File: src/rtl/mem_arbiter.sv
// mem_arbiter: serialises two masters (m0 = SCPU data path, m1 = debug/loader) onto one
// data-RAM port, sequencing enable, write-enable and the fixed RAM read latency.
// Build option: define MEM_ARB_RR_EN for round-robin arbitration; when it is undefined,
// m0 has fixed priority on simultaneous requests.
module mem_arbiter #(
  parameter int unsigned ADDR_W = 11,
  parameter int unsigned DATA_W = 64,
  parameter int unsigned RD_LAT = 1   // 1..4
) (
  input  logic              clk,
  input  logic              rst,
  input  logic              m0_req,
  input  logic              m0_we,
  input  logic [ADDR_W-1:0] m0_addr,
  input  logic [DATA_W-1:0] m0_wdata,
  output logic              m0_ack,
  output logic [DATA_W-1:0] m0_rdata,
  input  logic              m1_req,
  input  logic              m1_we,
  input  logic [ADDR_W-1:0] m1_addr,
  input  logic [DATA_W-1:0] m1_wdata,
  output logic              m1_ack,
  output logic [DATA_W-1:0] m1_rdata,
  output logic              ram_en,
  output logic              ram_we,
  output logic [ADDR_W-1:0] ram_addr,
  output logic [DATA_W-1:0] ram_wdata,
  input  logic [DATA_W-1:0] ram_rdata,
  output logic              busy,
  output logic              grant_id
);

  typedef enum logic [1:0] {StIdle, StAcc, StWait, StDone} state_e;

  state_e            state_q, state_d;
  logic              grant_q, grant_d;
  logic              we_q, we_d;
  logic [ADDR_W-1:0] addr_q, addr_d;
  logic [DATA_W-1:0] wdata_q, wdata_d;
  logic [1:0]        cnt_q, cnt_d;      // remaining read-latency cycles, 0..3
  logic [DATA_W-1:0] m0_rdata_q, m0_rdata_d;
  logic [DATA_W-1:0] m1_rdata_q, m1_rdata_d;
  logic              any_req;
  logic              winner;

  assign any_req = m0_req | m1_req;

`ifdef MEM_ARB_RR_EN
  logic prio_q, prio_d;                 // master favoured on a tie; m0 after reset

  // Winner select: a tie goes to the master not granted last.
  always_comb begin
    winner = (m0_req && m1_req) ? prio_q : !m0_req;
  end

  // Tie-break pointer moves away from each new grant.
  always_comb begin
    prio_d = prio_q;
    if (state_q == StIdle && any_req) prio_d = !winner;
  end

  // Tie-break pointer register.
  always_ff @(posedge clk) begin
    if (rst) prio_q <= 1'b0;
    else     prio_q <= prio_d;
  end
`else
  // Winner select: m0 wins whenever it requests.
  always_comb begin
    winner = !m0_req;
  end
`endif

  // Next-state: grant in idle, one RAM strobe, wait out read latency, ack.
  always_comb begin
    state_d    = state_q;
    grant_d    = grant_q;
    we_d       = we_q;
    addr_d     = addr_q;
    wdata_d    = wdata_q;
    cnt_d      = cnt_q;
    m0_rdata_d = m0_rdata_q;
    m1_rdata_d = m1_rdata_q;
    case (state_q)
      StIdle: begin
        if (any_req) begin
          grant_d = winner;
          we_d    = winner ? m1_we    : m0_we;
          addr_d  = winner ? m1_addr  : m0_addr;
          wdata_d = winner ? m1_wdata : m0_wdata;
          state_d = StAcc;
        end
      end
      StAcc: begin
        if (we_q) begin
          state_d = StDone;
        end else begin
          state_d = StWait;
          cnt_d   = 2'(RD_LAT - 1);
        end
      end
      StWait: begin
        if (cnt_q == 2'd0) begin
          if (grant_q) m1_rdata_d = ram_rdata;
          else         m0_rdata_d = ram_rdata;
          state_d = StDone;
        end else begin
          cnt_d = cnt_q - 2'd1;
        end
      end
      StDone:  state_d = StIdle;
      default: state_d = StIdle;
    endcase
  end

  // State and datapath registers.
  always_ff @(posedge clk) begin
    if (rst) begin
      state_q    <= StIdle;
      grant_q    <= 1'b0;
      we_q       <= 1'b0;
      addr_q     <= '0;
      wdata_q    <= '0;
      cnt_q      <= 2'd0;
      m0_rdata_q <= '0;
      m1_rdata_q <= '0;
    end else begin
      state_q    <= state_d;
      grant_q    <= grant_d;
      we_q       <= we_d;
      addr_q     <= addr_d;
      wdata_q    <= wdata_d;
      cnt_q      <= cnt_d;
      m0_rdata_q <= m0_rdata_d;
      m1_rdata_q <= m1_rdata_d;
    end
  end

  // Outputs decode from registers only, so no req reaches the RAM or ack combinationally.
  always_comb begin
    ram_en    = (state_q == StAcc);
    ram_we    = (state_q == StAcc) && we_q;
    ram_addr  = addr_q;
    ram_wdata = wdata_q;
    m0_ack    = (state_q == StDone) && !grant_q;
    m1_ack    = (state_q == StDone) && grant_q;
    m0_rdata  = m0_rdata_q;
    m1_rdata  = m1_rdata_q;
    busy      = (state_q != StIdle);
    grant_id  = grant_q;
  end

endmodule
File: config.mk
export PLATFORM = sky130hd
export DESIGN_NAME = mem_arbiter
export DESIGN_NICKNAME = d
export VERILOG_FILES = /design/src/rtl/mem_arbiter.sv
export SDC_FILE = /design/constraint.sdc
export NUM_CORES = 1
export LEC_CHECK = 0
export CORE_AREA = 5 5 162 164
export DETAILED_ROUTE_END_ITERATION = 8
export DIE_AREA = 0 0 167 169
export PLACE_DENSITY = 0.8
export SYNTH_ARGS = -nofsm -noshare
export SYNTH_HDL_FRONTEND = slang
export SYNTH_SLANG_ARGS = --single-unit
File: constraint.sdc
create_clock -name clk -period 2.3 [get_ports clk]
set_input_delay 0.345 -clock clk [delete_from_list [all_inputs] [get_ports clk]]
set_output_delay 0.345 -clock clk [all_outputs]
set_load 0.02 [all_outputs]
==> run_results.csv <==
group,metric,value,unit
min_path,hold_path_class,"in2reg",
timing,fmax,457,MHz
timing,slew_headroom,0.573,
worst_setup_path,required,1.96,ns
floorplan,die_h,169,um
placed_design,port_buffers,428,
drt,wl_per_cell,16.6,um
worst_setup_path,max_stage_delay,0.62,ns
worst_setup_path,crit_family,"buffers and inverters",
global_routing,use_met3,0.0420,
worst_setup_path,endpoint_kind,"output port",
clock_tree,htreeDepth,1,
floorplan,ios,429,
floorplan,initial_core_util,0.331,
global_routing,grt_pass1_wl,41900,um
global_routing,grt_use_met2,0.338,
worst_setup_path,slowest_stage,"clkdlybuf4s50_1",
clock_tree,clkLatencyLatePin,0.50,ns
cells_and_area,syn_to_final_growth,65.3,%
clock_tree,cts.sinks,209,
logic_synthesis,syn_avg_cell_area,8.75,um2
global_routing,grt_pass1_vias,7811,
drt,drt-total-wl,27800,um
cells_and_area,n_antenna_cell,0,
clock_tree,postCtsSetupRepairBufs,0,
power,p_sw,4.96,mW
cells_and_area,layout.cells.non_filler,1674,
logic_synthesis,synth_area,0.00819,mm2
global_routing,grt_antenna_before_repair,0,
drt,firstDrtPassIters,5,
power,p_leak,4.97,nW
power,sequentialPowerShare,0.339,
clock_tree,cts_buffers,22,
power,vdd_ir_drop_max,0.504,mV
timing,finalMaxSlewViolations,0,
floorplan,die_area,0.0282,mm2
cells_and_area,drive_gt1_frac,0.0603,
power,pwr_density_cell,1040,mW/mm2
drt,drtIter0Drc,527,
outcome,status,"complete, no violations",
logic_synthesis,yosysSeqAreaShare,0.511,
clock_tree,cts-root-buf,"clkbuf_16",
global_routing,grt_start_max_net_pins,78,
logic_synthesis,synth_warnings,0,
timing,rsz0062_at_grt,"false",
global_routing,grtUsageMet1,0.206,
logic_synthesis,synth_seq_cells,209,
clock_tree,clk_pin_slew,0.06,ns
worst_setup_path,cp.arrival,1.85,ns
worst_setup_path,critPathKind,"reg2out",
global_routing,grt-busiest-layer,"met2",
global_routing,grt_util_all_layers,0.182,
clock_tree,ctsHoldBuffers,0,
worst_setup_path,crit_fanout,5,
timing,period_needed,2.19,ns
placed_design,hpwl,21000,um
drt,via_per_inst,4.76,
timing,worst_pin_slew,0.640,ns
power,combPwrFrac,0.402,
drt,vias,7970,
worst_setup_path,cp-start-kind,"flop",
cells_and_area,num-nets-final,1555,
floorplan,core,0.0247,mm2
run,maxCapViolCount,0,
worst_setup_path,cp_num_buf_inv,1,
power,clockPowerShare,0.259,
logic_synthesis,ys_types,30,
clock_tree,cts_tree,"yes",
floorplan,rows,58,
worst_setup_path,r2r_slack,0.45,ns
timing,finalSetupTns,0,ns
drt,route.detailed.drc,0,
power,swShare,0.352,
cells_and_area,fillers,2215,
power,p_int,9.14,mW
worst_setup_path,worstPathCellList,"ha_1, and2_1, clkdlybuf4s50_1",
logic_synthesis,syn_inst,936,
drt,ant_nets,0,
timing,finalHoldViolCount,0,
clock_tree,cts_max_path_buffers,3,
timing,setup_violations,0,
timing,fin_skew,0.0102,ns
global_routing,globalRoute.totalOverflow,0,
floorplan,die_w,167,um
placed_design,post-place-cells,1635,
logic_synthesis,synth_fp_nets,1162,
placed_design,routabilityCongestion,0.847,
timing,finalCritPeriodShare,0.952,
-- what timing repair did --
action,in CTS,in global routing
gates resized for setup,2,1
endpoints found under the setup margin,2,1
pin swaps,0,0
gates cloned,0,0
-- per-layer routing --
metal	routed length, um	vias up
li1	-	3951
met1	10500	3633
met2	14100	332
met3	2300	54
met4	837	0
met5	0	-
-- Yosys cell counts (all sizes together) --
master  count  area [um2]
nand2b      2        12.5
o31ai       1        7.51
nand2     258         968
mux2i      77         771
and3b       1        8.76
nand3       2        10.0
and3        2        12.5
clkbuf     29         116
a211oi     77         678
a21oi     130         651
o21a        1        7.51
or2         1        6.26
inv         6        22.5
ha          6        75.1
nor3        1        5.00
nand3b      1        7.51
nor2       78         293
o32ai       1        8.76
a311o       1        10.0
dfxtp     209        4180
and2        1        6.26
buf        47         298
nor2b       2        12.5
a211o       1        8.76
a221oi      1        8.76
-- power groups by stage --
stage	Sequential [mW]	Combinational (mW)	Clock, mW
6_report	4.78	5.67	3.65
5_1_grt	4.89	6.08	3.89
4_1_cts	4.79	5.75	3.72
3_5_place_dp	4.87	5.75	0
3_3_place_gp	4.84	5.62	0
2_1_floorplan	5.72	2.33	0
-- area by class of cell --
cell class | count | area, um2 | share of cell area
timing repair buffer | 445 | 4570 | 0.338
sequential | 209 | 4180 | 0.309
multi-input combinational | 645 | 3580 | 0.265
clock buffer | 34 | 707 | 0.0522
tap | 330 | 413 | 0.0305
clock inverter | 5 | 52.6 | 0.00388
inverter | 6 | 22.5 | 0.00166
-- sequential cells by signal (all words and copies together) (netlist names) --
name       count
ram_addr      11
m0_rdata      64
state_q        2
cnt_q          2
m1_rdata      64
we_q           1
grant_id       1
ram_wdata     64
-- through the flow --
stage                     setup slack, ns  hold slack, ns  cell area [um2]  total power, mW   util
after CTS                          0.0417           0.242            13500             14.3  0.547
final                               0.110           0.265            13500             14.1  0.547
after global routing              0.00900           0.255            13500             14.9  0.547
after global placement              0.498           0.436            12800             10.5  0.516
after floorplan                     0.790           0.419             8190             8.05      -
after detailed placement            0.437           0.439            12800             10.6  0.516
-- cells in the final DEF (no fill, tap or decap), types with 3 or more instances in the layout --
cell type,synthesis,routed
clkdlybuf4s50_1,0,423
nand2_1,258,258
dfxtp_1,209,209
a21oi_1,130,130
nor2_1,78,78
mux2i_1,77,77
a211oi_1,57,57
clkbuf_16,0,23
a211oi_2,20,20
buf_12,0,13
clkbuf_8,0,9
inv_1,6,6
ha_1,6,6
buf_4,1,5
clkinv_2,0,3
-- kinds of logic (layout without fill, tap and decap cells) --
group / Yosys count / count (layout) / share of synthesized area
compound gates: 213 / 213 / 0.169
fa+ha+maj: 6 / 6 / 0.00917
buf+inv: 82 / 490 / 0.0533
simple gates: 349 / 349 / 0.164
mux: 77 / 77 / 0.0941
flops: 209 / 209 / 0.511
-- final timing paths --
path / from / endpoint / cells after the start
hold reg to reg: cnt_q[0] / cnt_q[0] / 1
setup reg to reg: state_q[0] / ram_wdata[59] / 6
setup / recovery: state_q[1] / m1_ack / 3
hold / removal: m0_req / grant_id / 2
Note: power is estimated with default switching activity, not from simulation.
